$ cat src/rtl/fifo_uart_tx.sv
// Drains a synchronous FIFO one word at a time onto an idle-high UART tx line.
// Define FIFO_UART_TX_PARITY_EN to append an even-parity bit to every frame.
module fifo_uart_tx #(
    parameter int DATA_WIDTH   = 8,
    parameter int CLKS_PER_BIT = 16
) (
    input  logic                  clk,
    input  logic                  reset,
    input  logic                  fifo_empty,
    input  logic [DATA_WIDTH-1:0] fifo_data,
    output logic                  fifo_rd_en,
    output logic                  tx,
    output logic                  busy
);
    localparam int CW = (CLKS_PER_BIT > 1) ? $clog2(CLKS_PER_BIT) : 1;
    localparam int BW = (DATA_WIDTH > 1) ? $clog2(DATA_WIDTH) : 1;
    localparam logic [CW-1:0] BAUD_LAST = CW'(CLKS_PER_BIT - 1);
    localparam logic [BW-1:0] BIT_LAST  = BW'(DATA_WIDTH - 1);

    typedef enum logic [2:0] {
        IDLE,
        FETCH,
        WAIT,
        START,
        DATA,
`ifdef FIFO_UART_TX_PARITY_EN
        PARITY,
`endif
        STOP
    } state_t;

    state_t                  state_q, state_d;
    logic [CW-1:0]           baud_q, baud_d;
    logic [BW-1:0]           bit_q, bit_d;
    logic [DATA_WIDTH-1:0]   shift_q, shift_d;
    logic                    tx_q, tx_d;
    logic                    rd_en_q, rd_en_d;
    logic                    busy_q, busy_d;
    logic                    baud_last;
    logic                    timed;
`ifdef FIFO_UART_TX_PARITY_EN
    logic                    parity_q, parity_d;
`endif

    assign baud_last = (baud_q == BAUD_LAST);

    always_comb begin
        state_d = state_q;
        bit_d   = bit_q;
        shift_d = shift_q;
`ifdef FIFO_UART_TX_PARITY_EN
        parity_d = parity_q;
`endif
        unique case (state_q)
            IDLE: begin
                if (!fifo_empty) state_d = FETCH;
            end
            FETCH: state_d = WAIT;
            WAIT: begin
                state_d = START;
                shift_d = fifo_data;
`ifdef FIFO_UART_TX_PARITY_EN
                parity_d = ^fifo_data;
`endif
            end
            START: begin
                if (baud_last) begin
                    state_d = DATA;
                    bit_d   = '0;
                end
            end
            DATA: begin
                if (baud_last) begin
                    if (bit_q == BIT_LAST) begin
`ifdef FIFO_UART_TX_PARITY_EN
                        state_d = PARITY;
`else
                        state_d = STOP;
`endif
                    end else begin
                        bit_d   = bit_q + 1'b1;
                        shift_d = shift_q >> 1;
                    end
                end
            end
`ifdef FIFO_UART_TX_PARITY_EN
            PARITY: begin
                if (baud_last) state_d = STOP;
            end
`endif
            STOP: begin
                // Chain straight into the next pop when more data waits.
                if (baud_last) state_d = fifo_empty ? IDLE : FETCH;
            end
            default: state_d = IDLE;
        endcase
    end

    always_comb begin
        timed = (state_q == START) || (state_q == DATA)
             || (state_q == STOP);
`ifdef FIFO_UART_TX_PARITY_EN
        timed = timed || (state_q == PARITY);
`endif
        baud_d = '0;
        if (timed && (state_d == state_q) && !baud_last)
            baud_d = baud_q + 1'b1;
    end

    always_comb begin
        unique case (state_d)
            START:   tx_d = 1'b0;
            DATA:    tx_d = shift_d[0];
`ifdef FIFO_UART_TX_PARITY_EN
            PARITY:  tx_d = parity_d;
`endif
            default: tx_d = 1'b1;
        endcase
        rd_en_d = (state_d == FETCH);
        busy_d  = (state_d != IDLE);
    end

    always_ff @(posedge clk) begin
        if (!reset) begin
            state_q <= IDLE;
            baud_q  <= '0;
            bit_q   <= '0;
            shift_q <= '0;
            tx_q    <= 1'b1;
            rd_en_q <= 1'b0;
            busy_q  <= 1'b0;
`ifdef FIFO_UART_TX_PARITY_EN
            parity_q <= 1'b0;
`endif
        end else begin
            state_q <= state_d;
            baud_q  <= baud_d;
            bit_q   <= bit_d;
            shift_q <= shift_d;
            tx_q    <= tx_d;
            rd_en_q <= rd_en_d;
            busy_q  <= busy_d;
`ifdef FIFO_UART_TX_PARITY_EN
            parity_q <= parity_d;
`endif
        end
    end

    assign fifo_rd_en = rd_en_q;
    assign tx         = tx_q;
    assign busy       = busy_q;
endmodule

$ cat config.mk
export PLATFORM = sky130hd
export DESIGN_NAME = fifo_uart_tx
export DESIGN_NICKNAME = d
export VERILOG_FILES = /design/src/rtl/fifo_uart_tx.sv
export SDC_FILE = /design/constraint.sdc
export NUM_CORES = 1
export LEC_CHECK = 0
export BUFFER_PORTS_ARGS = -buffer_cell sky130_fd_sc_hd__buf_2
export CORE_MARGIN = 2
export CORE_UTILIZATION = 62
export CTS_BUF_LIST = sky130_fd_sc_hd__clkbuf_2 sky130_fd_sc_hd__clkbuf_4 sky130_fd_sc_hd__clkbuf_8
export DETAILED_ROUTE_END_ITERATION = 8
export PLACE_DENSITY = 0.94
export SYNTH_ARGS = -nofsm -noshare
export SYNTH_HDL_FRONTEND = slang
export SYNTH_SLANG_ARGS = --single-unit
export TNS_END_PERCENT = 5
$ cat constraint.sdc
create_clock -name clk -period 2.94 [get_ports clk]
set_clock_uncertainty 0.2 [all_clocks]
set_input_delay 0.294 -clock clk [delete_from_list [all_inputs] [get_ports clk]]
set_output_delay 0.294 -clock clk [all_outputs]
set_load 0.01 [all_outputs]
# Word-level counts from Yosys, hierarchy flattened
# Index checks and enable logic that the tools add are counted.
dict set report word_totals {
  out_inout_bits 3
  register_bits 21
}
dict set report op_classes {
  n_eq_ne 14
  muxes 15
  n_reduce_logical 12
  add_sub_neg 2
}
# operator count
set op_table {}
lappend op_table {{$mux 3} 8}
lappend op_table {{$pmux 3 s6} 1}
lappend op_table {{$mux 8} 2}
lappend op_table {{$pmux 8 s2} 1}
lappend op_table {{$eq 3x3->1 const B} 4}
lappend op_table {{$eq 3x2->1 const B} 3}
lappend op_table {{$eq 3x1->1 const B} 2}
lappend op_table {{$ne 2x2->1 const B} 3}
lappend op_table {{$pmux 3 s2} 1}
lappend op_table {{$add 4x1->4 const B} 1}
lappend op_table {{$eq 4x4->1 const B} 1}
lappend op_table {{$reduce_and 4->1} 1}
lappend op_table {{$reduce_bool 2->1} 2}
lappend op_table {{$add 3x1->3 const B} 1}
lappend op_table {{$eq 3x3->1} 1}
lappend op_table {{$logic_not 3->1} 1}
lappend op_table {{$reduce_and 3->1} 1}
lappend op_table {{$reduce_bool 3->1} 1}
lappend op_table {{$logic_and 1x1->1} 2}
lappend op_table {{$logic_or 1x1->1} 2}
lappend op_table {{$pmux 1 s2} 1}
lappend op_table {{$reduce_and 2->1} 1}
lappend op_table {{$logic_not 1->1} 1}
lappend op_table {{$mux 1} 1}

# Longest topological paths before layout
dict set report depth {
  ltp_word 8
  ltp_mapped 6
  depth_no_buf 6
}

# Worst setup path before layout
# OpenSTA, ideal clock, no wires.
dict set report synth_timing {
  kind {register -> register}
  startpoint {reg bit_q[0]}
  endpoint {reg bit_q[0]}
  setup_time_ns 0.115
  period_less_slack_ns 1.967
  path_stages_with_launch 7
  t_arrival_ns 1.653
  n_path_buf 0
  slack_ns 0.973
  cell_sequence {dfxtp_1 ha_1 ha_1 or4b_4 a21oi_4 nor2b_1 o21a_1}
}
dict set report synth_via {
  elab_chain_len 4
  word_cells_on_any_way 7
  classes_between {add/sub: 1; eq/ne: 2; mux: 3; reduce/logical: 1}
}
# element line
set synth_lines {}
lappend synth_lines {{start, declared} 34} ;# logic [BW-1:0] bit_q, bit_d;
lappend synth_lines {{start signal, assigned} 138} ;# bit_q <= bit_d;
lappend synth_lines {{$add 3x1->3} 81} ;# bit_d = bit_q + 1'b1;
lappend synth_lines {{$mux 3} 74} ;# if (bit_q == BIT_LAST) begin
lappend synth_lines {{$mux 3} 73} ;# if (baud_last) begin
lappend synth_lines {{$pmux 3 s2} 54} ;# unique case (state_q)
# Parallel ways exist; a longest one is shown, timed or not. The select of a mux whose other input is x is not followed.
# A chain may end at the register's enable or synchronous reset.

# Worst setup path in the final report
dict set report layout_timing {
  startpoint {reg bit_q[0]}
  endpoint {reg tx_q, in the netlist tx}
}
dict set report layout_via {
  elab_chain_len 6
  word_cells_on_any_way 10
  classes_between {eq/ne: 3; mux: 7}
}
# element line
set layout_lines {}
lappend layout_lines {{$eq 3x3->1 (*)} 74}
lappend layout_lines {{$mux 3} 74}
lappend layout_lines {{$mux 3} 73}
lappend layout_lines {{$pmux 3 s6} 54}
lappend layout_lines {{$eq 3x3->1 or $eq 3x2->1 (tied branches)} 111} ;# unique case (state_d)
lappend layout_lines {{$pmux 1 s2 (*)} 111}
lappend layout_lines {{end signal, assigned} 140} ;# tx_q <= tx_d;
lappend layout_lines {{end, declared} 36} ;# logic tx_q, tx_d;
# Every way passes the cells marked *; elsewhere a longest branch is shown, timed or not. The select of a mux whose other input is x is not followed.

==> impl_metrics.tcl <==
set metrics [dict create \
    drt_iter0_drc 17 \
    synthFlopType "dfxtp_1" \
    cp_slowest_cell "nor4b_1" \
    crit_path_max_fanout 3 \
    p_comb_share_pct 10.5 \
    post_synth.cell_area_avg_sq_um 9.29 \
    placed_cells 132 \
    cp.arrival_ns 2.09 \
    wl_microns 1820 \
    clk_latency_ns 0.30 \
    setup_slack_ns 0.842 \
    finalHoldViolCount 0 \
    crit_family "simple AND/OR/NAND/NOR gates" \
    worst_slew_pin_slew_ns 0.490 \
    area_growth_pct 8.85 \
    gp_congestion 0.754 \
    cts-root-buf "clkbuf_4" \
    layout_min_cycle_time_ns 2.10 \
    slowest_delay_ns 0.48 \
    dp_hpwl_microns 1320 \
    drv_cap 0 \
    internal_power_uw 384 \
    io_pins 14 \
    rows 14 \
    setup_viol 0 \
    via_per_inst 6.12 \
    cts_inserted_buffers 3 \
    endpoint_kind "register" \
    fmax_mhz 477 \
    hold_depth 3 \
    diodes 0 \
    p_per_area_nw_per_um2 465 \
    crit_type "register to register" \
    postCtsResizedCells 0 \
    synth-async-reset-ratio_pct 0 \
    synth.distinct_cells 37 \
    core_sq_um 1510 \
    die_w_microns 44.2 \
    synth-seq-cells 21 \
    synth_edf_count 0 \
    drcViolationCount 0 \
    drtAntennaViolNets 0 \
    reg2reg_depth 6 \
    die_area_sq_um 1960 \
    wire_per_inst_microns 13.4 \
    slew_headroom_pct 66.9 \
    reg2reg_to "tx" \
    initial_core_util_pct 66.6 \
    p_sw_uw 124 \
    cp-start-kind "register" \
    utilization_pct 72.5 \
    first_pass_iters 4 \
    clk_pin_slew_ns 0.11 \
    port_buffers 13 \
    syn_area_sq_um 1000 \
    slew_violations 0 \
    r2r-start "bit_q[0]" \
    postCtsHoldBufs 0 \
    cp_data_required_time_ns 2.93 \
    yosys_warnings 0 \
    p_total_uw 508 \
    finalCritPeriodShare_pct 71.4 \
    clkPwrFrac_pct 29.0 \
    ir_worst_vdd_mv 0.409 \
    rsz0062_at_grt "false" \
    outcome "finished, final reports clean" \
    path_buf_inv 0 \
    fin_nets 135 \
    grt.overflow.total 0 \
    grt_max_degree 19 \
    power.leakage_uw 0.000421 \
    final_cell_count_no_fill 136 \
    htreeDepth 1 \
    hold_path_class "input pin to register" \
    numClockSinks 21 \
    hold_end "shift_q[3]" \
    grt_pass1_wl_microns 2920 \
    crit_chain "ha_1, ha_1, nor4b_1, a211oi_1, nor4b_1, mux2i_1" \
    tns_ns 0 \
    yosysSeqAreaShare_pct 41.9 \
    p_sw_share_pct 24.4 \
    syn_inst 108 \
    clock_path_buffers 2 \
    vias 832 \
    cts_tree "built" \
    die_h_microns 44.2 \
    synth_nets 122 \
    antenna_found_initial 0 \
    cts_setup_buffers 0 \
    reg2reg_setup_slack_ns 0.84 \
    hp-start "fifo_data[3]" \
    track_usage_pct 20.1 \
    first_global_vias 735 \
    layout-drive-gt1-share_pct 17.5 \
    dp_slack_ns 0.877 \
    seqPwrFrac_pct 60.5 \
]
==> through the flow <==
stage	instance area, sq um	hold slack, ns
2_1_floorplan	1000	0.218
3_3_place_gp	1060	0.225
3_5_place_dp	1060	0.237
4_1_cts	1090	0.0717
5_1_grt	1090	0.0946
6_report	1090	0.0705
==> state kept, by name, summed over array words and instances (netlist names) <==
name        cells
baud_q          4
shift_q         8
fifo_rd_en      1
tx              1
bit_q           3
state_q         3
busy            1
==> kinds of logic (layout without fill, tap and decap cells) <==
| logic type | count (synthesis) | count (layout) | share of synthesized area [%] |
|---|---|---|---|
| XOR/XNOR | 2 | 2 | 1.75 |
| buffers and inverters | 8 | 20 | 4.11 |
| AO/OA/AOI/OAI | 29 | 29 | 21.2 |
| adder cells (fa/ha/maj) | 3 | 3 | 3.74 |
| multiplexers | 2 | 2 | 2.00 |
| AND/OR/NAND/NOR | 43 | 43 | 25.3 |
| flip-flops | 21 | 21 | 41.9 |
==> layer usage <==
layer / GRT usage [%] / vias to the layer above / routed length (microns)
met5: 0 / - / 0
li1: - / 415 / -
met2: 34.1 / 20 / 864
met4: 7.27 / 0 / 19
met1: 26.1 / 395 / 863
met3: 2.45 / 2 / 69
==> placed cells by master, fill, tap and decap left out, types with 2 or more instances in the layout <==
master,n
o21ai_0,3
a21boi_0,4
nand2_1,8
ha_1,3
a21boi_1,4
nor2_1,6
o21a_1,2
dfxtp_1,21
nor3b_1,2
a22oi_1,6
inv_1,2
nand4_1,4
nor4b_1,2
nand2b_1,2
nor2b_1,6
clkbuf_4,4
nand3_1,5
mux2i_1,2
buf_2,13
a21oi_1,4
==> cell usage after synthesis, drive strengths merged, types with 2 or more instances <==
cell type / number / area, sq um
a21boi: 8 / 60.1
a21oi: 5 / 36.3
a22oi: 6 / 45.0
buf: 4 / 26.3
clkbuf: 2 / 7.51
dfxtp: 21 / 420
ha: 3 / 37.5
inv: 2 / 7.51
mux2i: 2 / 20.0
nand2: 8 / 30.0
nand2b: 2 / 12.5
nand3: 5 / 25.0
nand4: 4 / 25.0
nor2: 7 / 33.8
nor2b: 6 / 37.5
nor3b: 2 / 15.0
nor4b: 2 / 17.5
o21a: 2 / 15.0
o21ai: 3 / 15.0
==> layout make-up <==
| type | instances | area [sq um] |
|---|---|---|
| repair buffers | 14 | 72.6 |
| multi-input cells | 79 | 542 |
| inverters | 2 | 7.51 |
| clock buffers | 4 | 30.0 |
| well taps | 16 | 20.0 |
| fillers | 108 | 414 |
| flip-flops and latches | 21 | 420 |
==> worst register-to-register path, cell delays in order (launching register included) <==
cell and delay, ns:
dfxtp_1 0.34, ha_1 0.20, ha_1 0.21, nor4b_1 0.48, a211oi_1 0.17, nor4b_1 0.28, mux2i_1 0.11
==> how the worst max path moves through the flow <==
stage	start	end	slack [ns]	cells past startpoint
2_1_floorplan	bit_q[0]	bit_q[0]	0.97	6
3_3_place_gp	bit_q[0]	tx	0.92	6
3_5_place_dp	bit_q[0]	tx	0.88	6
4_1_cts	bit_q[0]	tx	0.82	6
5_1_grt	bit_q[0]	tx	0.67	6
6_report	bit_q[0]	tx	0.84	6
==> power groups by stage <==
stage / sequential (uW) / combinational [uW] / clock (uW)
2_1_floorplan: 309 / 40.3 / 0
3_3_place_gp: 313 / 51.0 / 0
3_5_place_dp: 313 / 52.8 / 0
4_1_cts: 307 / 53.2 / 149
5_1_grt: 309 / 58.4 / 157
6_report: 307 / 53.1 / 147
Note: power is estimated with default switching activity, not from simulation.
